[config.mk]
export PLATFORM = sky130hd
export DESIGN_NAME = pwm_duty_ctrl
export DESIGN_NICKNAME = d
export VERILOG_FILES = /design/src/rtl/pwm_duty_ctrl.sv
export SDC_FILE = /design/constraint.sdc
export NUM_CORES = 1
export LEC_CHECK = 0
export ABC_CLOCK_PERIOD_IN_PS = 6600
export CORE_ASPECT_RATIO = 0.5
export CORE_MARGIN = 2
export CORE_UTILIZATION = 60
export DETAILED_ROUTE_END_ITERATION = 7
export PLACE_DENSITY = 0.79
export REMOVE_ABC_BUFFERS = 1
export SYNTH_ARGS = -nofsm -noshare
export SYNTH_HDL_FRONTEND = slang
export SYNTH_SLANG_ARGS = --single-unit
[constraint.sdc]
create_clock -name clk -period 6.6 [get_ports clk]
set_input_delay 0.99 -clock clk [delete_from_list [all_inputs] [get_ports clk]]
set_output_delay 0.99 -clock clk [all_outputs]
set_load 0.05 [all_outputs]
[src/rtl/pwm_duty_ctrl.sv]
// +--------------------------------------------------------------------------+
// | Module   : pwm_duty_ctrl                                                 |
// | Purpose  : Debounced button / host-load duty controller that commits the |
// |            target duty to the PWM datapath only on a period boundary.    |
// | Option   : PWM_DUTY_RAMP_EN adds an automatic triangle sweep (ramp_mode). |
// | Revision : 1.0  initial release                                           |
// +--------------------------------------------------------------------------+
`default_nettype none

module pwm_duty_ctrl #(
  parameter int DUTY_W   = 4,
  parameter int DUTY_MIN = 1,
  parameter int DUTY_MAX = 9,
  parameter int DUTY_RST = 5,
  parameter int TICK_DIV = 25000000
) (
  input  logic              clk,
  input  logic              rst,
  input  logic              btn_inc,
  input  logic              btn_dec,
  input  logic              ld_valid,
  input  logic [DUTY_W-1:0] ld_duty,
  output logic              ld_ready,
  input  logic              pwm_wrap,
  input  logic              ramp_mode,
  output logic [DUTY_W-1:0] duty_out,
  output logic              duty_pending,
  output logic              at_max,
  output logic              at_min
);

  localparam int                   c_tick_w    = (TICK_DIV > 1) ? $clog2(TICK_DIV) : 1;
  localparam logic [c_tick_w-1:0]  c_tick_last = c_tick_w'(TICK_DIV - 1);
  localparam logic [DUTY_W-1:0]    c_min       = DUTY_W'(DUTY_MIN);
  localparam logic [DUTY_W-1:0]    c_max       = DUTY_W'(DUTY_MAX);
  localparam logic [DUTY_W-1:0]    c_rst       = DUTY_W'(DUTY_RST);

  logic [c_tick_w-1:0] r_tick_cnt;
  logic                w_tick;
  logic [1:0]          r_inc_sync;   // [0] = s1, [1] = s2
  logic [1:0]          r_dec_sync;
  logic                w_inc_evt;
  logic                w_dec_evt;
  logic [DUTY_W-1:0]   r_target;
  logic [DUTY_W-1:0]   r_duty;
  logic                r_pending;
  logic [DUTY_W-1:0]   w_target_nxt;
  logic [DUTY_W-1:0]   w_duty_nxt;
  logic [DUTY_W-1:0]   w_ld_clamped;
  logic                w_ld_fire;
  logic                w_ramp_active;
  logic [DUTY_W-1:0]   w_ramp_target;

  assign w_tick = (r_tick_cnt == c_tick_last);

  always_ff @(posedge clk) begin
    if (rst) begin
      r_tick_cnt <= '0;
    end else if (w_tick) begin
      r_tick_cnt <= '0;
    end else begin
      r_tick_cnt <= r_tick_cnt + 1'b1;
    end
  end

  // Slow-tick sampling rejects bounce; rising edge of s1 vs s2 gives one event per press.
  always_ff @(posedge clk) begin
    if (rst) begin
      r_inc_sync <= 2'b00;
      r_dec_sync <= 2'b00;
    end else if (w_tick) begin
      r_inc_sync <= {r_inc_sync[0], btn_inc};
      r_dec_sync <= {r_dec_sync[0], btn_dec};
    end
  end

  assign w_inc_evt = r_inc_sync[0] & ~r_inc_sync[1] & w_tick;
  assign w_dec_evt = r_dec_sync[0] & ~r_dec_sync[1] & w_tick;

`ifdef PWM_DUTY_RAMP_EN
  logic r_ramp_up;
  logic w_ramp_step_up;

  assign w_ramp_active = ramp_mode;

  // Reverse at an endpoint (or if entered beyond one) so endpoints last one tick.
  always_comb begin
    w_ramp_step_up = r_ramp_up ? (r_target < c_max) : ~(r_target > c_min);
    w_ramp_target  = w_ramp_step_up ? (r_target + 1'b1) : (r_target - 1'b1);
  end

  always_ff @(posedge clk) begin
    if (rst) begin
      r_ramp_up <= 1'b1;
    end else if (w_ramp_active && w_tick) begin
      if (w_ramp_target == c_max) begin
        r_ramp_up <= 1'b0;
      end else if (w_ramp_target == c_min) begin
        r_ramp_up <= 1'b1;
      end else begin
        r_ramp_up <= w_ramp_step_up;
      end
    end
  end
`else
  logic w_unused_ramp;

  assign w_ramp_active = 1'b0;
  assign w_ramp_target = r_target;
  assign w_unused_ramp = ramp_mode;
`endif

  assign w_ld_fire    = ld_valid & ld_ready;
  assign w_ld_clamped = (ld_duty < c_min) ? c_min :
                        (ld_duty > c_max) ? c_max : ld_duty;

  always_comb begin
    w_target_nxt = r_target;
    if (w_ramp_active) begin
      if (w_tick) begin
        w_target_nxt = w_ramp_target;
      end
    end else if (w_ld_fire) begin
      w_target_nxt = w_ld_clamped;
    end else if (w_inc_evt && w_dec_evt) begin
      w_target_nxt = r_target;
    end else if (w_inc_evt) begin
      if (r_target < c_max) begin
        w_target_nxt = r_target + 1'b1;
      end
    end else if (w_dec_evt) begin
      if (r_target > c_min) begin
        w_target_nxt = r_target - 1'b1;
      end
    end
  end

  assign w_duty_nxt = (pwm_wrap && r_pending) ? r_target : r_duty;

  // Pending tracks "target differs from committed"; a change on the commit cycle stays pending.
  always_ff @(posedge clk) begin
    if (rst) begin
      r_target  <= c_rst;
      r_duty    <= c_rst;
      r_pending <= 1'b0;
    end else begin
      r_target  <= w_target_nxt;
      r_duty    <= w_duty_nxt;
      r_pending <= (w_target_nxt != w_duty_nxt);
    end
  end

  assign duty_out     = r_duty;
  assign duty_pending = r_pending;
  assign ld_ready     = ~r_pending & ~w_ramp_active;
  assign at_max       = (r_target == c_max);
  assign at_min       = (r_target == c_min);

endmodule

`default_nettype wire

==> impl_metrics.csv <==
group,metric,value,unit
critical_path,critical_path.top_delay_family,"buffers and inverters",
finish,syn2layout_area_growth,14.0,%
critical_path,r2r_cells,8,
clock_network,post_cts_buffers,0,
power_and_ir_drop,finalPower,477,µW
global_route,grt_pass1_wl,6910,µm
clock_network,h-tree-depth,2,
timing,finClkSkew,0.00428,ns
placed_design,place_inst,282,
synthesis,synth_top_area_cell,"dfxtp_1",
critical_path,worstPathCellList,"ha_1 > nor3b_1 > clkdlybuf4s50_1",
global_route,grt_overflow,0,
timing,setup_viol,0,
die,design.core.area,3070,µm²
timing,worstMarginPinSlew,0.944,ns
finish,instances_no_fill,290,
global_route,grt_use_total,23.4,%
die,num_rows,14,
die,dieWidth,85.0,µm
clock_network,cts_buffers,5,
power_and_ir_drop,cellPowerDensity,212,nW/µm²
finish,num_antenna_cells,0,
flow_run,max-cap-violations,0,
detailed_routing,remaining_drc_errors,0,
die,die_y,44.5,µm
synthesis,netlist.area_leader.share,38.6,%
detailed_routing,drt_iter0_drc,70,
synthesis,synthesis.area,1970,µm²
timing,layout_setup_ws,3.60,ns
critical_path,crit_path_max_incr_delay,0.84,ns
global_route,antenna_found_initial,0,
detailed_routing,dr.pass1.iters,4,
clock_network,cts_buffer_depth,2,
critical_path,worst_ep_required_time,5.61,ns
timing,min_period,3.00,ns
detailed_routing,viasPerCell,5.79,
placed_design,portBuffers,17,
synthesis,synth_edf_count,0,
synthesis,ys_seq_area_share,38.6,%
global_route,grt_pass1_vias,1598,
detailed_routing,totalWireLength,3900,µm
critical_path,cp_max_fo,8,
synthesis,ys_async_sr_fraction,0,%
clock_network,cts.sinks,38,
timing,finalHoldViolCount,0,
placed_design,post-dp-hpwl,2770,µm
synthesis,synth_commonest_cells,"dfxtp_1, nor2_1, nand2_1",
detailed_routing,wl_per_cell,13.5,µm
timing,fmax,0.333,GHz
finish,fin_nets,264,
die,start_util,64.2,%
clock_network,cts.reportedPaths.clkPinSlew,0.07,ns
power_and_ir_drop,p_leak,0.000831,µW
clock_network,hold_buffers,0,
critical_path,cpMaxStageDelayCell,"clkdlybuf4s50_1",
critical_path,path_buf_inv,1,
global_route,grt_max_degree,26,
worst_hold_path,worstHoldPathCells,1,
finish,nFillCells,216,
die,die_area,3780,µm²
clock_network,cts_root_buffer,"clkbuf_8",
synthesis,post_synth.cell_area_avg,8.42,µm²
clock_network,cts_tree,"built",
synthesis,synth_most_common_cell,"dfxtp_1",
timing,finalCritPeriodShare,45.5,%
worst_hold_path,hp-class,"register to register",
critical_path,end_kind,"output pin",
placed_design,pre_cts_ws,3.76,ns
timing,maxSlewHeadroom,37.1,%
synthesis,synth_warnings,0,
timing,final_max_slew_viol_count,0,
placed_design,gp_congestion,0.774,
run_status,run_status,"complete, no violations",
critical_path,crit_cells,3,
synthesis,synthDistinctLibCells,46,
critical_path,critPathArrivalTime,2.01,ns
synthesis,synth_area_leaders,"dfxtp_1, nor2_1, xor2_1",
critical_path,path_class,"register to output pin",
detailed_routing,ant_nets,0,
finish,drive_gt1_share,5.60,%
timing,grt_setup_unrepaired,"no",
critical_path,crit_path_start_kind,"register",
clock_network,cts-resized-gates,0,
die,pin_count,19,
clock_network,clock_latency,0.29,ns
timing,tns,0,ns
synthesis,ys_seq_elements,38,
power_and_ir_drop,ir_drop,0.000141,V
detailed_routing,routed-via-count,1680,
synthesis,syn_inst,234,
synthesis,synthFlopType,"dfxtp_1",
power by group:
| group | total (µW) | internal [µW] | switching [µW] |
|---|---|---|---|
| combinational | 66.7 | 27.7 | 39.0 |
| sequential | 244 | 235 | 8.91 |
| clock | 167 | 84.3 | 82.5 |
sequential cells by signal, indices dropped and copies added, names as in the netlist:
| name | count |
|---|---|
| duty_out | 4 |
| duty_pending | 1 |
| r_dec_sync | 2 |
| r_inc_sync | 2 |
| r_target | 4 |
| r_tick_cnt | 25 |
kinds of logic (layout without fill, tap and decap cells):
| group | after synthesis | after routing | synth area share (%) |
|---|---|---|---|
| compound gates | 26 | 26 | 9.09 |
| xor+xnor | 23 | 23 | 10.2 |
| fa+ha+maj | 4 | 4 | 2.54 |
| buf+inv | 17 | 33 | 3.30 |
| flops | 38 | 38 | 38.6 |
| mux | 13 | 13 | 6.73 |
| simple gates | 113 | 113 | 29.5 |
routing by layer:
metal / vias to the layer above / GRT usage (%) / wire length (µm)
li1: 846 / - / -
met1: 787 / 29.0 / 1890
met2: 39 / 39.4 / 1750
met3: 8 / 6.72 / 203
met4: 0 / 9.84 / 63
met5: - / 0 / 0
cells in the final DEF, fill, tap and decap left out, types with 4 or more instances in the layout:
master           netlist  final
a21oi_1                5      5
and3_1                 4      4
clkbuf_8               0      6
clkdlybuf4s50_1        0     17
dfxtp_1               38     38
ha_1                   4      4
inv_1                  8      8
mux2i_1               11     11
nand2_1               18     18
nand2b_1               6      6
nand3_1               17     17
nor2_1                34     34
nor2b_1                4      4
nor3_1                 5      5
o21ai_0                7      7
or3_1                  6      6
xnor2_1                9      9
xor2_1                14     14
path summary, 6_finish.rpt:
| kind | start | end | slack, ns |
|---|---|---|---|
| worst max register to register | r_tick_cnt[0] | duty_pending | 3.92 |
| worst min-delay path | r_tick_cnt[0] | r_tick_cnt[0] | 0.47 |
| worst min register to register | r_tick_cnt[0] | r_tick_cnt[0] | 0.47 |
| worst max-delay path | r_target[0] | at_min | 3.60 |
stage by stage:
step                      hold slack [ns]  utilization [%]  area [µm²]
final                               0.468             73.3        2250
after global routing                0.511             73.3        2250
after CTS                           0.476             73.3        2250
after detailed placement            0.459             70.3        2150
after global placement              0.443             70.3        2150
after floorplan                     0.430                -        1930
final cells by class:
type	instances	area, µm²	area share, %
Tap cell	40	50.0	2.23
Timing Repair Buffer	17	170	7.58
Multi-Input combinational cell	179	1140	50.9
Inverter	8	30.0	1.34
Clock buffer	7	86.3	3.84
Clock inverter	1	5.00	0.223
Sequential cell	38	761	33.9
(Power assumes the default switching activity.)
